File: config.mk
export PLATFORM = sky130hd
export DESIGN_NAME = m68k_bus_master
export DESIGN_NICKNAME = d
export VERILOG_FILES = /design/src/rtl/m68k_bus_master.sv
export SDC_FILE = /design/constraint.sdc
export NUM_CORES = 1
export LEC_CHECK = 0
export CORE_UTILIZATION = 52
export DETAILED_ROUTE_END_ITERATION = 6
export GPL_ROUTABILITY_DRIVEN = 0
export PLACE_DENSITY = 0.93
export SETUP_SLACK_MARGIN = 0.02
export SLEW_MARGIN = 25
export SYNTH_ARGS = -nofsm -noshare
export SYNTH_HDL_FRONTEND = slang
export SYNTH_SLANG_ARGS = --single-unit
File: constraint.sdc
create_clock -name sys_clk -period 14.3 [get_ports sys_clk]
set_input_delay 2.86 -clock sys_clk [delete_from_list [all_inputs] [get_ports sys_clk]]
set_output_delay 2.86 -clock sys_clk [all_outputs]
set_load 0.05 [all_outputs]
File: src/rtl/m68k_bus_master.sv
// m68k_bus_master: 68000 bus-cycle engine; runs byte/word/long requests as word cycles timed by CLK_7M strobes.
// One request at a time; longwords split into two word cycles; BERR/timeout aborts reported via rsp_status.
module m68k_bus_master #(
    parameter int ADDR_WIDTH   = 24,
    parameter int TIMEOUT_CLKS = 64,
    parameter int TCW          = (TIMEOUT_CLKS < 1) ? 1 : $clog2(TIMEOUT_CLKS + 1)
) (
    input  logic                  sys_clk,
    input  logic                  sys_rst,
    input  logic                  mc_clk_rising,
    input  logic                  mc_clk_falling,
    input  logic                  req_valid,
    output logic                  req_ready,
    input  logic [ADDR_WIDTH-1:0] req_addr,
    input  logic [1:0]            req_size,
    input  logic                  req_read,
    input  logic [2:0]            req_fc,
    input  logic [31:0]           req_wdata,
    output logic                  rsp_valid,
    output logic [31:0]           rsp_rdata,
    output logic [1:0]            rsp_status,
    output logic                  busy,
    input  logic                  dtack_n,
    input  logic                  berr_n,
    input  logic [15:0]           d_in,
    output logic [ADDR_WIDTH-2:0] a_out,
    output logic [2:0]            fc_out,
    output logic [15:0]           d_out,
    output logic                  a_oe,
    output logic                  fc_oe,
    output logic                  d_oe,
    output logic                  as_oe,
    output logic                  uds_oe,
    output logic                  lds_oe,
    output logic                  rw_oe
);
    localparam int AW1 = ADDR_WIDTH - 1;
    localparam logic [TCW-1:0] TLIM = TCW'((TIMEOUT_CLKS == 0) ? 0 : TIMEOUT_CLKS - 1);

    typedef enum logic [3:0] {IDLE, S1, S2, S3, S4, S5, S6, S7, ABT} state_t;

    state_t         state;
    logic [AW1-1:0] wa;
    logic           a0, rd, half;
    logic [1:0]     size, code;
    logic [2:0]     fc;
    logic [31:0]    wd;
    logic [TCW-1:0] tcnt;
    logic           fall, legal, uds_l, lds_l;

    // rising wins if both strobes ever coincide
    assign fall      = mc_clk_falling && !mc_clk_rising;
    assign legal     = (req_size != 2'd3) && !(req_size != 2'd0 && req_addr[0]);
    assign uds_l     = (size != 2'd0) || !a0;
    assign lds_l     = (size != 2'd0) || a0;
    assign req_ready = (state == IDLE) && !sys_rst;
    assign a_out     = wa;
    assign fc_out    = fc;
    assign d_out     = (size == 2'd0) ? {wd[7:0], wd[7:0]} : (size == 2'd2 && !half) ? wd[31:16] : wd[15:0];

    always_ff @(posedge sys_clk or posedge sys_rst) begin
        if (sys_rst) begin
            state <= IDLE;
            {a_oe, fc_oe, d_oe, as_oe, uds_oe, lds_oe, rw_oe} <= '0;
            rsp_valid  <= 1'b0;
            rsp_status <= 2'd0;
            rsp_rdata  <= '0;
            busy       <= 1'b0;
            wa         <= '0;
            a0         <= 1'b0;
            rd         <= 1'b0;
            half       <= 1'b0;
            size       <= 2'd0;
            code       <= 2'd0;
            fc         <= 3'd0;
            wd         <= '0;
            tcnt       <= '0;
        end else begin
            rsp_valid <= 1'b0;
            case (state)
                IDLE: if (req_valid) begin
                    wa   <= req_addr[ADDR_WIDTH-1:1];
                    a0   <= req_addr[0];
                    size <= req_size;
                    rd   <= req_read;
                    fc   <= req_fc;
                    wd   <= req_wdata;
                    half <= 1'b0;
                    if (legal) begin
                        state <= S1;
                        busy  <= 1'b1;
                        a_oe  <= 1'b1;
                        fc_oe <= 1'b1;
                    end else begin
                        rsp_valid  <= 1'b1;
                        rsp_status <= 2'd3;
                    end
                end
                S1: if (mc_clk_rising) begin
                    as_oe  <= 1'b1;
                    rw_oe  <= !rd;
                    uds_oe <= rd && uds_l;
                    lds_oe <= rd && lds_l;
                    state  <= S2;
                end
                S2: if (fall) begin
                    d_oe  <= !rd;
                    state <= S3;
                end
                S3: if (mc_clk_rising) begin
                    uds_oe <= uds_l;
                    lds_oe <= lds_l;
                    tcnt   <= '0;
                    state  <= S4;
                end
                S4: if (fall) begin
                    // BERR outranks DTACK; timeout only when neither is present
                    if (!berr_n || (TIMEOUT_CLKS != 0 && dtack_n && tcnt == TLIM)) begin
                        {as_oe, uds_oe, lds_oe, d_oe} <= '0;
                        code  <= berr_n ? 2'd2 : 2'd1;
                        state <= ABT;
                    end else if (!dtack_n) state <= S5;
                    else tcnt <= tcnt + TCW'(1);
                end
                S5: if (mc_clk_rising) state <= S6;
                S6: if (fall) begin
                    if (rd) rsp_rdata <= (size == 2'd2) ? (half ? {rsp_rdata[31:16], d_in} : {d_in, 16'h0000}) :
                                         (size == 2'd1) ? {16'h0000, d_in} : {24'h0, a0 ? d_in[7:0] : d_in[15:8]};
                    {as_oe, uds_oe, lds_oe} <= '0;
                    state <= S7;
                end
                S7: if (mc_clk_rising) begin
                    d_oe  <= 1'b0;
                    rw_oe <= 1'b0;
                    if (size == 2'd2 && !half) begin
                        half  <= 1'b1;
                        wa    <= wa + AW1'(1);
                        state <= S1;
                    end else begin
                        a_oe       <= 1'b0;
                        fc_oe      <= 1'b0;
                        rsp_valid  <= 1'b1;
                        rsp_status <= 2'd0;
                        busy       <= 1'b0;
                        state      <= IDLE;
                    end
                end
                ABT: if (mc_clk_rising) begin
                    a_oe       <= 1'b0;
                    fc_oe      <= 1'b0;
                    rw_oe      <= 1'b0;
                    rsp_valid  <= 1'b1;
                    rsp_status <= code;
                    busy       <= 1'b0;
                    state      <= IDLE;
                end
                default: state <= IDLE;
            endcase
        end
    end
endmodule
==> out/results.tsv, run 1 <==
stage	metric	value	unit
run_status	outcome	completed	
clock_tree	Hold-fix buffers, CTS	0	
clock_tree	H-tree Lvls	4	
synth	Post-Syn Nets	651	
synth	Post-synth EDFFs	0	
job	maximum capacitance violations	0	
global_routing	first-pass GRT wire length	25800	µm
timing	Worst Hold Slack	0.494	ns
final_layout	antenna cells	0	
setup_path	CP Capture Type	output port	
timing	Max Slew Vio Count	0	
power_and_ir_drop	P_leak	3.39	nW
clock_tree	postcts setup bufs	0	
die	die height	109	µm
timing	Clock Skews	0.0105	ns
drt	Residual DRC	0	
drt	vias	5323	
synth	Most used DFF post-synth	dfrtp_1	
final_layout	highest-count cells in the layout ignoring fill and taps	170 x clkdlybuf4s50_1, 117 x dfrtp_1, 59 x nand2_1, 52 x mux2_2, 40 x o21ai_0	
timing	Max Fclk	131	MHz
timing	Fin. Hold Viols	0	
synth	Ys Warns	0	
die	FP Rows	38	
timing	Relative slew margins	32.0	%
setup_path	required time worst endpoint	11.44	ns
synth	syn_area_per_cell	10.5	µm²
die	Core Footprint	0.0109	mm²
place	DP HPWL	10900	µm
setup_path	WP data arrival	4.79	ns
final_layout	final std cells w/o fill	871	
timing	post-route worst setup slack	6.65	ns
clock_tree	CTS tree	built	
die	total die area	0.0118	mm²
worst_hold_path	min-delay worst type	flop to flop	
clock_tree	CTS Buffer Depth	2	
clock_tree	Reg clk slew, reported paths	0.05	ns
final_layout	fill count	718	
timing	setup TNS	0	ns
final_layout	commonest non-fill, non-tap cell in the layout	clkdlybuf4s50_1	
synth	register bit total from synthesis	117	
synth	Post-Syn Area	0.00591	mm²
synth	Yosys cell types	66	
power_and_ir_drop	power per cell area	263	mW/mm²
final_layout	layout cell share with drive strength beyond 1	14.0	%
global_routing	largest net degree at the start of global routing	74	
die	Ports	171	
die	Initial Utilization	54.1	%
clock_tree	clk_lat worst skew	0.42	ns
synth	gate count after technology mapping	564	
setup_path	Setup CP Type	input pin to output port	
timing	Worst-Margin Slew	1.02	ns
setup_path	Startpoint Class	input pin	
clock_tree	Resize count post-CTS	0	
timing	RSZ-0062 raised after global routing	no	
place	worst slack, placed	6.62	ns
die	Die X	109	µm
final_layout	Area Overhead vs Synth	39.7	%
power_and_ir_drop	maximum vdd drop	0.215	mV
global_routing	number of global-route vias before repair	5252	
drt	1st-pass router iterations	5	
clock_tree	Clock Sinks	117	
synth	sequential fraction of the synthesis area	49.5	%
timing	final setup violation count	0	
clock_tree	total CTS buffers	17	
clock_tree	Clock Root Buffer	clkbuf_16	
timing	Period minus WS final	7.65	ns
drt	WL per Instance	18.6	µm
drt	drt first-iter violations	486	
drt	Avg Vias per Cell	6.11	
final_layout	nets	806	
drt	final antenna-violating net count	0	
synth	post-synthesis async set-or-reset flop share	100	%
place	Port Buffer Count	170	
global_routing	initial antenna violation count	0	
timing	period utilization	53.5	%
global_routing	Congestion Overflow GR	0	
drt	total wire length	16200	µm
setup_path	CP Max Fanout	46	
global_routing	All-Layer GR Usage	28.5	%
place	dpl cells	840	
-- through the flow --
| step | util (%) | cell area [µm²] | power (mW) |
|---|---|---|---|
| 2_1_floorplan | - | 5910 | 1.38 |
| 3_3_place_gp | 70.0 | 7660 | 1.70 |
| 4_1_cts | 75.4 | 8250 | 2.17 |
| 6_report | 75.5 | 8260 | 2.17 |
| 3_5_place_dp | 70.1 | 7660 | 1.74 |
| 5_1_grt | 75.5 | 8260 | 2.27 |
-- metal layers --
layer	track usage (%)	wire length (µm)	up-vias
met4	10.9	327	0
met3	6.93	1300	37
li1	-	-	2428
met2	47.6	7970	265
met5	0	0	-
met1	35.7	6580	2593
-- final timing paths --
check | startpoint | end | slack [ns] | cells after the start
max reg2reg | size[1] | a_out[20] | 11.10 | 5
min in group asynchronous | sys_rst | rsp_rdata[17] | 2.85 | 2
max in group asynchronous | sys_rst | tcnt[3] | 10.12 | 3
min reg2reg | rsp_rdata[12] | rsp_rdata[12] | 0.49 | 2
min | rsp_rdata[12] | rsp_rdata[12] | 0.49 | 2
max | sys_rst | req_ready | 6.65 | 4
-- area by class of cell --
type	instances	area, µm²	area share [%]
sequential	117	2930	35.5
multi-input combinational	400	2790	33.8
timing repair buffer	176	1750	21.2
clock buffer	19	433	5.24
tap	140	175	2.12
clock inverter	12	156	1.89
inverter	7	28.8	0.349
-- cells by family (layout without fill, tap and decap cells) --
logic type	after synthesis	after routing	synth area share [%]
compound gates	175	175	20.5
simple gates	161	161	14.6
flops	117	117	49.5
mux	58	58	10.9
buf+inv	47	214	3.45
fa+ha+maj	3	3	0.593
xor+xnor	3	3	0.445
-- cells in the mapped netlist, drive strengths merged (2+ instances only) --
master	n	area (µm²)
nor2b	4	25.0
nor3	7	45.0
o311ai	2	17.5
nand2b	4	25.0
o22a	20	175
mux2i	6	60.1
a2bb2oi	11	96.3
a22o	17	149
clkbuf	25	93.8
nor4b	2	32.5
a211oi	3	27.5
nand2	59	221
mux2	52	586
or3	3	18.8
o21ai	40	200
ha	2	25.0
nand3	16	80.1
and2	2	12.5
o2bb2ai	2	17.5
and4	3	26.3
xnor2	2	17.5
nor4	6	58.8
inv	7	26.3
nor3b	5	48.8
and3	6	37.5
a22oi	9	67.6
nand4b	2	17.5
dfrtp	117	2930
buf	15	83.8
or2	2	12.5
a21oi	36	184
o22ai	12	75.1
a21boi	3	22.5
or4b	2	23.8
a31oi	5	31.3
nand4	8	50.1
nor2	27	101
o21bai	2	15.0
o21a	3	22.5
-- critical path: stages --
cell             delay (ns)
clkdlybuf4s50_1        0.44
inv_4                  0.43
and2_1                 0.22
clkdlybuf4s50_1        0.81
-- where the power goes --
group,total (mW),internal [mW],switching (mW)
clock network,0.425,0.273,0.152
registers,0.628,0.468,0.160
logic,1.12,0.435,0.684
-- registers in the layout, summed over array words and instances, names as in the netlist, 2 cells and up --
signal / flops
rsp_status: 2
a_out: 23
tcnt: 7
state: 4
code: 2
fc_out: 3
rsp_rdata: 32
wd: 32
size: 2
(Power assumes the default switching activity.)
==> run 2, diff against run 1 <==
- CORE_UTILIZATION: 52 -> 48
- PLACE_DENSITY: 0.93 -> 0.88
- clock period: 14.3 -> 7.7 ns (I/O delays scaled with it)
==> run 2 against run 1 <==
  * Largest cell class unchanged
  * Register-to-register slack worse by 6.6 ns
  * Setup slack got worse by 4.1 ns
  * Clock skew is 0.0032 ns lower
==> out/results.tsv, run 2 (synthesis results as in run 1) <==
stage	metric	value	unit
drt	total wire length	16200	µm
clock_tree	Clock Sinks	117	
power_and_ir_drop	total power	4.10	mW
drt	WL met2	7890	µm
power_and_ir_drop	Internal Power	2.24	mW
global_routing	largest net degree at the start of global routing	65	
setup_path	r2r worst-path depth	5	
clock_tree	CTS Buffer Depth	2	
power_and_ir_drop	power per cell area	492	mW/mm²
timing	Fin. Hold Viols	0	
setup_path	reg2reg setup slack	4.50	ns
die	Ports	171	
setup_path	required time worst endpoint	6.16	ns
clock_tree	CTS tree	built	
drt	uppermost routed layer	met4	
timing	Worst-Margin Slew	0.961	ns
clock_tree	Reg clk slew, reported paths	0.06	ns
clock_tree	postcts setup bufs	0	
power_and_ir_drop	Clk pwr share	21.0	%
power_and_ir_drop	maximum vdd drop	0.371	mV
setup_path	CP delay by family, top	buffers and inverters	
drt	vias	5307	
clock_tree	total CTS buffers	17	
die	FP Rows	40	
place	Port Buffer Count	170	
run_status	outcome	completed	
power_and_ir_drop	power share of the sequential group	28.5	%
power_and_ir_drop	switching part of the total	45.4	%
job	maximum capacitance violations	0	
global_routing	number of global-route vias before repair	5181	
clock_tree	Hold-fix buffers, CTS	0	
final_layout	highest-count cells in the layout ignoring fill and taps	170 x clkdlybuf4s50_1, 117 x dfrtp_1, 59 x nand2_1, 52 x mux2_2, 40 x o21ai_0	
power_and_ir_drop	Comb pwr share	50.5	%
setup_path	RR Endpoint	a_out[20]	
setup_path	worst path cell trace	clkdlybuf4s50_1, inv_4, and2_1, clkdlybuf4s50_1	
drt	Avg Vias per Cell	6.04	
clock_tree	clk_lat worst skew	0.41	ns
die	die height	113	µm
setup_path	CP Max Fanout	55	
timing	final setup violation count	0	
drt	final antenna-violating net count	0	
timing	RSZ-0062 raised after global routing	no	
drt	1st-pass router iterations	7	
timing	Period minus WS final	5.15	ns
final_layout	commonest non-fill, non-tap cell in the layout	clkdlybuf4s50_1	
final_layout	Area Overhead vs Synth	41.0	%
worst_hold_path	min-delay worst type	flop to flop	
timing	Worst Hold Slack	0.498	ns
final_layout	nets	806	
global_routing	first-pass GRT wire length	26100	µm
clock_tree	H-tree Lvls	4	
setup_path	Worst Setup SP	sys_rst	
timing	Clock Skews	0.00740	ns
die	Die X	113	µm
place	DP HPWL	11000	µm
clock_tree	Resize count post-CTS	0	
die	Core Footprint	0.0120	mm²
setup_path	R2R Path Start	size[1]	
power_and_ir_drop	P_leak	3.41	nW
drt	M1 WL	6700	µm
timing	Max Fclk	194	MHz
global_routing	initial antenna violation count	0	
drt	Routed met3 length	1260	µm
power_and_ir_drop	switching power	1.86	mW
final_layout	layout cell share with drive strength beyond 1	14.3	%
drt	WL per Instance	18.4	µm
timing	setup TNS	0	ns
timing	Max Slew Vio Count	0	
setup_path	Startpoint Class	input pin	
timing	Relative slew margins	35.9	%
clock_tree	Clock Root Buffer	clkbuf_16	
setup_path	WP data arrival	3.61	ns
global_routing	Congestion Overflow GR	0	
timing	period utilization	66.8	%
drt	drt first-iter violations	486	
drt	Residual DRC	0	
final_layout	antenna cells	0	
setup_path	crit-path most repeated cell	clkdlybuf4s50_1	
setup_path	crit-path max cell delay	0.82	ns
setup_path	CP bufs+invs	3	
global_routing	All-Layer GR Usage	26.1	%
die	Initial Utilization	49.2	%
setup_path	slowest cell on the critical path	clkdlybuf4s50_1	
setup_path	Setup CP Type	input pin to output port	
setup_path	CP endpoint	req_ready	
die	total die area	0.0128	mm²
setup_path	WP depth	4	
setup_path	CP Capture Type	output port	
==> run 2: cell types whose count changed in the layout (fill, tap and decap cells not counted) <==
| cell | previous run | this run |
|---|---|---|
| buf_4 | 6 | 5 |
| buf_8 | 0 | 1 |
| bufinv_16 | 3 | 4 |
| clkbuf_1 | 2 | 0 |
| clkbuf_8 | 0 | 2 |
| clkinv_2 | 3 | 0 |
| clkinv_4 | 4 | 2 |
| clkinvlp_4 | 1 | 3 |
| inv_6 | 1 | 4 |
==> run 2: final cells by class <==
class / count / area, µm²
inverter: 7 / 28.8
timing repair buffer: 176 / 1750
fill: 882 / 3680
tap: 147 / 184
clock inverter: 13 / 195
clock buffer: 19 / 453
multi-input combinational: 400 / 2790
sequential: 117 / 2930
==> run 2: layer usage <==
| layer | vias to the layer above | GRT usage, % |
|---|---|---|
| met5 | - | 0 |
| met3 | 29 | 6.96 |
| met4 | 0 | 11.2 |
| li1 | 2427 | - |
| met2 | 258 | 42.2 |
| met1 | 2593 | 33.2 |
==> run 2: power by group through the flow <==
stage / Combinational, mW / Clock (mW) / Sequential, mW
2_1_floorplan: 1.05 / 0 / 1.51
3_3_place_gp: 2.02 / 0 / 1.14
3_5_place_dp: 2.06 / 0 / 1.17
4_1_cts: 2.07 / 0.869 / 1.16
5_1_grt: 2.18 / 0.900 / 1.21
6_report: 2.07 / 0.860 / 1.17
==> run 2: through the flow <==
step,utilization (%),worst slack [ns],cells,area [µm²]
after floorplan,-,1.52,564,5910
after global placement,63.8,2.53,846,7660
after detailed placement,63.8,2.52,846,7660
after CTS,69.2,2.50,878,8310
after global routing,69.4,2.42,879,8330
final,69.4,2.55,879,8330
==> run 2: worst min path at each step <==
stage,start,end,depth (start not counted)
finish,rsp_rdata[1],rsp_rdata[1],2
global route,wd[19],wd[19],1
CTS,rsp_rdata[9],rsp_rdata[9],2
detailed placement,rsp_rdata[9],rsp_rdata[9],2
global placement,rsp_rdata[8],rsp_rdata[8],2
floorplan,wd[16],wd[16],1
==> run 2: worst register-to-register path, cell delays in order (launching register included) <==
cell      delay [ns]
dfrtp_1         0.70
nor3b_4         0.90
mux2i_1         0.23
or3_1           0.75
o41ai_4         0.45
a211oi_2        0.05
==> run 3, diff against run 2 <==
- clock period: 7.7 -> 4.93 ns (I/O delays scaled with it)
==> run 3 against run 2 <==
  * Largest cell class unchanged
  * Die area unchanged
  * Clock skew increased by 0.00071 ns
  * First-iteration DRC count shrank 8.8%
  * Critical path type is now flop to output port
  * Wire length grew 0.42%
  * Highest routed layer unchanged
  * Non-clock buffer count increased by 1
  * Largest power group unchanged
==> out/results.tsv, run 3 (synthesis results as in run 1) <==
stage	metric	value	unit
job	maximum capacitance violations	0	
drt	1st-pass router iterations	4	
drt	drt first-iter violations	443	
timing	Clock Skews	0.00810	ns
clock_tree	H-tree Lvls	4	
clock_tree	CTS Buffer Depth	2	
clock_tree	Resize count post-CTS	0	
global_routing	largest net degree at the start of global routing	83	
final_layout	commonest non-fill, non-tap cell in the layout	clkdlybuf4s50_1	
global_routing	first-pass GRT wire length	26100	µm
setup_path	CP Max Fanout	18	
die	die height	113	µm
die	Initial Utilization	49.2	%
final_layout	multi-input logic area	0.00278	mm²
timing	Max Fclk	250	MHz
final_layout	Area Overhead vs Synth	38.4	%
clock_tree	CTS tree	built	
final_layout	antenna cells	0	
global_routing	All-Layer GR Usage	26.3	%
clock_tree	total CTS buffers	17	
timing	Period minus WS final	4.00	ns
timing	Relative slew margins	33.0	%
clock_tree	Hold-fix buffers, CTS	0	
timing	setup TNS	0	ns
setup_path	Startpoint Class	flop	
timing	RSZ-0062 raised after global routing	no	
place	DP HPWL	11100	µm
place	dpl cells	848	
clock_tree	postcts setup bufs	0	
setup_path	r2r worst-path depth	5	
drt	final antenna-violating net count	0	
final_layout	final std cells w/o fill	875	
power_and_ir_drop	power per cell area	748	mW/mm²
power_and_ir_drop	total power	6.12	mW
clock_tree	Reg clk slew, reported paths	0.05	ns
drt	total wire length	16200	µm
setup_path	CP Capture Type	output port	
die	total die area	0.0128	mm²
worst_hold_path	Worst Hold Depth	2	
global_routing	Congestion Overflow GR	0	
clock_tree	Clock Sinks	117	
drt	vias	5298	
setup_path	Setup CP Type	flop to output port	
timing	period utilization	81.1	%
worst_hold_path	min-delay worst type	flop to flop	
final_layout	nets	807	
die	Core Footprint	0.0120	mm²
timing	post-route worst setup slack	0.930	ns
power_and_ir_drop	P_leak	3.35	nW
die	Die X	113	µm
die	FP Rows	40	
setup_path	required time worst endpoint	3.94	ns
clock_tree	clk_lat worst skew	0.42	ns
place	Port Buffer Count	170	
power_and_ir_drop	maximum vdd drop	0.648	mV
final_layout	highest-count cells in the layout ignoring fill and taps	170 x clkdlybuf4s50_1, 117 x dfrtp_1, 59 x nand2_1, 52 x mux2_2, 40 x o21ai_0	
drt	WL per Instance	18.6	µm
timing	Max Slew Vio Count	0	
die	Ports	171	
global_routing	number of global-route vias before repair	5212	
clock_tree	Clock Root Buffer	clkbuf_16	
setup_path	reg2reg setup slack	1.90	ns
timing	Worst-Margin Slew	1.00	ns
setup_path	WP data arrival	3.01	ns
drt	Avg Vias per Cell	6.05	
timing	final setup violation count	0	
final_layout	FF+latch area	0.00293	mm²
timing	Worst Hold Slack	0.478	ns
place	worst slack, placed	1.29	ns
final_layout	layout cell share with drive strength beyond 1	13.6	%
final_layout	fill count	882	
global_routing	initial antenna violation count	0	
timing	Fin. Hold Viols	0	
drt	Residual DRC	0	
run_status	outcome	completed	
run 3: changes by cell type in the layout (fill, tap and decap cells not counted), sizes merged:
cell      delta
buf          +1
clkinvlp     -2
inv          -5
clkinv       +5
bufinv       -3
run 3: critical path, stage by stage (launching register included):
cell and delay, ns:
dfrtp_1 0.68, nor3b_4 0.79, mux2_2 0.42, clkdlybuf4s50_1 0.70
run 3: power breakdown:
group / internal (mW) / total [mW] / switching, mW
clock network: 0.668 / 1.07 / 0.401
registers: 1.36 / 1.83 / 0.468
logic: 1.26 / 3.22 / 1.96
total: 3.29 / 6.12 / 2.83
run 3: path summary, 6_finish.rpt:
kind | start | endpoint
worst max register to register | size[1] | a_out[20]
min in group asynchronous | sys_rst | a_out[3]
max in group asynchronous | sys_rst | rsp_rdata[3]
worst max-delay path | size[1] | d_out[5]
worst min-delay path | rsp_rdata[2] | rsp_rdata[2]
worst min register to register | rsp_rdata[2] | rsp_rdata[2]
run 3: cell type report:
cell class              instances  share of cell area (%)
multi-input cells             400                    34.0
flip-flops and latches        117                    35.8
repair buffers                177                    21.5
clock inverters                 8                   0.795
well taps                     147                    2.25
clock buffers                  19                    5.29
inverters                       7                   0.367
run 3: layer usage:
metal	routed length [µm]	vias up	part of all wire, %	global-route usage [%]
li1	-	2419	-	-
met1	6530	2593	40	31.0
met2	8130	264	50	45.4
met3	1290	22	7.9	7.82
met4	288	0	1.8	10.1
met5	0	-	0	0
run 3: metrics by stage:
step	instance area [µm²]	util, %
4_1_cts	8180	68.1
3_5_place_dp	7680	63.9
2_1_floorplan	5910	-
3_3_place_gp	7670	63.9
5_1_grt	8180	68.1
6_report	8180	68.1
==> patch 1: new RTL, flow settings as in run 2 <==
Set the parameter `ADDR_WIDTH` to 48 (it was 24).
--- a/src/rtl/m68k_bus_master.sv
+++ b/src/rtl/m68k_bus_master.sv
@@ -1,7 +1,7 @@
 // m68k_bus_master: 68000 bus-cycle engine; runs byte/word/long requests as word cycles timed by CLK_7M strobes.
 // One request at a time; longwords split into two word cycles; BERR/timeout aborts reported via rsp_status.
 module m68k_bus_master #(
-    parameter int ADDR_WIDTH   = 24,
+    parameter int ADDR_WIDTH   = 48,
     parameter int TIMEOUT_CLKS = 64,
     parameter int TCW          = (TIMEOUT_CLKS < 1) ? 1 : $clog2(TIMEOUT_CLKS + 1)
 ) (
Interface: changed (resized a_out and req_addr); port bits go from 171 to 219. No check against the original RTL was run, so the function may have changed too.
==> patch 1 against run 2 <==
  * Sequential share of layout area shrank 1.9 points
  * Largest cell class is now multi-input combinational cells
  * Via count increased by 52%
  * Critical path type unchanged
  * Total power increased by 26%
  * Critical path depth shrank 1
  * Setup slack improved by 0.63 ns
  * Count of clock-buffer cells in the layout shrank 2
  * Synthesized area grew 31%
  * Sequential cell count up 24
  * Clock skew up 0.0018 ns
  * Wire length up 49%
  * Cell area increased by 27%
  * Worst hold slack worse by 0.020 ns
==> patch 1: results (changes against run 2) <==
.. list-table::
   :header-rows: 1

   * - Metric
     - Value
   * - Outcome
     - finished, final reports clean
   * - CP Max Fanout
     - 2 (-96%)
   * - Wire length of the first global-routing pass
     - 38.3 mm (+47%)
   * - Worst reg-to-reg setup slack
     - 4.56 ns (+0.06 ns)
   * - Achievable frequency
     - 221 MHz (+14%)
   * - Worst clock skew
     - 0.00916 ns (+0.00176 ns)
   * - Vias post-DR
     - 8055 (+52%)
   * - Main area contributors after synthesis
     - dfrtp_1, nand2_1, nor2_1, a21oi_1, o21ai_0
   * - Worst flop-to-flop path startpoint
     - size[0]
   * - Largest net degree at the start of global routing
     - 78 (+20%)
   * - Clock latency at the later pin of the worst-skew pair
     - 0.43 ns (+0.02 ns)
   * - Synth top cells by count
     - nand2_1, dfrtp_1, nor2_1
   * - Half-perimeter wire length after placement
     - 16.1 mm (+46%)
   * - Hold wc startpoint
     - wd[27]
   * - Post-placement setup slack
     - 3.17 ns (+0.653 ns)
   * - NumNets Final
     - 1206 (+50%)
   * - Max IR drop VDD
     - 0.000344 V (-7.3%)
   * - Worst Tran Pin Value
     - 0.913 ns (-0.0486 ns)
   * - Initial antenna violation count
     - 0 (unchanged)
   * - Starting DRC count in detailed routing
     - 822 (+69%)
   * - Fraction of final layout cells sized beyond drive strength 1
     - 6.14% (-8.2 points)
   * - Crit path arrival time
     - 2.98 ns (-0.63 ns)
   * - Switching Power
     - 0.00263 W (+41%)
   * - Vias in the first global route
     - 7655 (+48%)
   * - Pre-antenna DRT Iters
     - 5 (-2)
   * - Delay contributed by the slowest stage of the critical path
     - 0.80 ns (-0.02 ns)
   * - Overall fraction of global-route tracks in use
     - 29.2% (+3.1 points)
   * - Quantity of I/O buffers inserted on ports
     - 218 (+28%)
   * - Leakage dissipation
     - 4.57 nW (+34%)
   * - Ant diodes
     - 0 (unchanged)
   * - Routed wire per std cell
     - 18.2 microns (-0.92%)
   * - Sequential share of the synthesized area
     - 45.5% (-4.1 points)
## patch 1: changes by cell type after synthesis, moves of 10 or more
cell,before,now
and3_1,6,23
o22a_1,20,6
buf_2,10,27
a21oi_1,35,52
o21ai_0,40,50
nand3_1,16,43
dfrtp_1,117,141
nor3_1,5,21
mux2_2,52,4
nand4_1,8,20
nand2_1,59,205
nor2_1,27,86
## patch 1: logic make-up after synthesis
| group | count (synthesis) | share of synthesized area (%) |
|---|---|---|
| AOI/OAI and AO/OA | 228 | 20.0 |
| xor gates and xnor gates | 3 | 0.339 |
| adders and majority gates | 3 | 0.452 |
| buffers and inverters | 77 | 4.76 |
| DFF | 141 | 45.5 |
| muxes | 10 | 1.37 |
| and+or+nand+nor | 450 | 27.6 |
## patch 1: power groups by stage
| stage | Clock (W) | Combinational, W | Sequential [W] |
|---|---|---|---|
| finish | 0.000858 | 0.00282 | 0.00150 |
| global route | 0.000897 | 0.00298 | 0.00155 |
| CTS | 0.000861 | 0.00280 | 0.00149 |
| detailed placement | 0 | 0.00278 | 0.00149 |
| global placement | 0 | 0.00273 | 0.00147 |
| floorplan | 0 | 0.00123 | 0.00212 |
## patch 1: path summary, 6_finish.rpt
| check | to | cells after the start |
|---|---|---|
| max reg2reg | a_out[36] | 5 |
| max | req_ready | 3 |
| min | wd[27] | 2 |
| min in group asynchronous | tcnt[6] | 2 |
| max in group asynchronous | wd[26] | 3 |
| min reg2reg | wd[27] | 2 |
## patch 1: layout make-up
class / instances / area, sq um
Sequential cell: 141 / 3530
Multi-Input combinational cell: 694 / 3870
Inverter: 16 / 65.1
Fill cell: 1209 / 5230
Tap cell: 216 / 270
Timing Repair Buffer: 225 / 2260
Clock buffer: 17 / 425
Clock inverter: 15 / 186
## patch 1: critical path, delay by kind of cell
family | cells | cell delay, ns
buffers and inverters | 2 | 1.29
AND/OR/NAND/NOR | 1 | 0.14
## patch 1: through the flow
| step | instances | cell area, sq um | utilization, % | hold slack (ns) |
|---|---|---|---|---|
| after floorplan | 912 | 7760 | - | 0.446 |
| after global placement | 1291 | 9960 | 62.9 | 0.453 |
| after detailed placement | 1291 | 9960 | 62.9 | 0.463 |
| after CTS | 1323 | 10600 | 66.8 | 0.479 |
| after global routing | 1324 | 10600 | 67.0 | 0.500 |
| final | 1324 | 10600 | 67.0 | 0.478 |
## patch 1: metal layers
| metal | track usage [%] | wire length, microns |
|---|---|---|
| met1 | 37.6 | 9530 |
| met2 | 45.4 | 11600 |
| met3 | 7.76 | 2020 |
| met4 | 14.9 | 978 |
| met5 | 0 | 0 |
==> patch 2: new RTL, config.mk and constraints of run 2 <==
Made on the original files. One comparison of `tcnt` changes from == to >=.
--- a/src/rtl/m68k_bus_master.sv
+++ b/src/rtl/m68k_bus_master.sv
@@ -115,7 +115,7 @@
                 end
                 S4: if (fall) begin
                     // BERR outranks DTACK; timeout only when neither is present
-                    if (!berr_n || (TIMEOUT_CLKS != 0 && dtack_n && tcnt == TLIM)) begin
+                    if (!berr_n || (TIMEOUT_CLKS != 0 && dtack_n && tcnt >= TLIM)) begin
                         {as_oe, uds_oe, lds_oe, d_oe} <= '0;
                         code  <= berr_n ? 2'd2 : 2'd1;
                         state <= ABT;
Formal check against the unedited RTL: same outputs for any inputs over 4 cycles, from zero or initial values and one cycle with sys_rst high; that may be too few to reach the edited logic, so the function may still have changed.
==> patch 2 against run 2 <==
  * The run now ends with design-rule violations left
  * Total power fell by 7.6%
  * Sequential cell count did not move
  * Register-to-register slack improved by 0.13 ns
  * Sequential share of layout area rose by 0.88 points
  * Synthesized area fell by 2.8%
  * Cell area fell by 2.4%
  * Clock skew rose by 0.0025 ns
  * Count of clock-buffer cells in the layout rose by 2
  * Setup slack improved by 0.68 ns
  * Wire length rose by 2.1%
  * Critical endpoint unchanged
  * Largest cell class unchanged
  * Largest power group unchanged
  * Highest routed layer unchanged
==> patch 2: results (changes against run 2) <==
.. list-table::
   :header-rows: 1

   * - Metric
     - Value
   * - Placed instance count
     - 941 (+11%)
   * - Leakage dissipation
     - 3.64 nW (+6.7%)
   * - Syn Nets
     - 750 (+15%)
   * - Met3 wire length
     - 1.09 mm (-13%)
   * - Global Route met2 Usage
     - 45.2% (+3.0 points)
   * - Outcome
     - finished, violations left
   * - Multi-input combinational gate total
     - 493 (+23%)
   * - Post-placement setup slack
     - 2.84 ns (+0.317 ns)
   * - Bufs w/o clock
     - 177 (+0.57%)
   * - Remaining DRCs
     - 24 (+24)
   * - Area of the mapped netlist
     - 5740 sq um (-2.8%)
   * - Cell count of the worst reg-to-reg path
     - 6 (+1)
   * - Worst flop-to-flop path startpoint
     - state[0]
   * - Fraction of area in registers
     - 36.0% (+0.88 points)
   * - Violated checks
     - design-rule violations
   * - Worst clock skew
     - 0.00986 ns (+0.00246 ns)
   * - Number of distinct library cells after synthesis
     - 60 (-9.1%)
   * - Clkbuf count
     - 21 (+2)
   * - Filler instances
     - 876 (-0.68%)
   * - Mapped Avg Cell Area
     - 8.66 sq um (-17%)
   * - Cell internal power dissipation
     - 0.00203 W (-9.3%)
   * - Proportion of final cell area spent on non-clock buffers
     - 21.6% (+0.57 points)
   * - Max IR drop VDD
     - 0.000224 V (-40%)
   * - Fraction of final layout cells sized beyond drive strength 1
     - 6.63% (-7.7 points)
   * - NumNets Final
     - 905 (+12%)
   * - CP Max Fanout
     - 2 (-96%)
   * - Sequential share of the synthesized area
     - 51.0% (+1.4 points)
   * - Main area contributors after synthesis
     - dfrtp_1, nand2_1, a22o_1, nor2_1, o21ai_0
   * - Overall fraction of global-route tracks in use
     - 27.6% (+1.6 points)
[patch 2: cells by family after synthesis]
logic type | after synthesis | share of synthesized area (%)
AO/OA/AOI/OAI | 160 | 18.9
XOR/XNOR | 2 | 0.305
adder cells (fa/ha/maj) | 2 | 0.436
buffers and inverters | 53 | 3.88
flip-flops | 117 | 51.0
multiplexers | 6 | 1.11
AND/OR/NAND/NOR | 323 | 24.4
[patch 2: power by group through the flow]
stage | Sequential [W] | Combinational (W) | Clock (W)
final | 0.00109 | 0.00190 | 0.000801
after global routing | 0.00112 | 0.00202 | 0.000840
after CTS | 0.00108 | 0.00191 | 0.000810
after detailed placement | 0.00108 | 0.00189 | 0
after global placement | 0.00107 | 0.00185 | 0
after floorplan | 0.00146 | 0.000891 | 0
[patch 2: worst max-delay path: stages]
cell and delay [ns]:
clkdlybuf4s50_1 0.46, nor2_1 0.12, clkdlybuf4s50_1 0.80
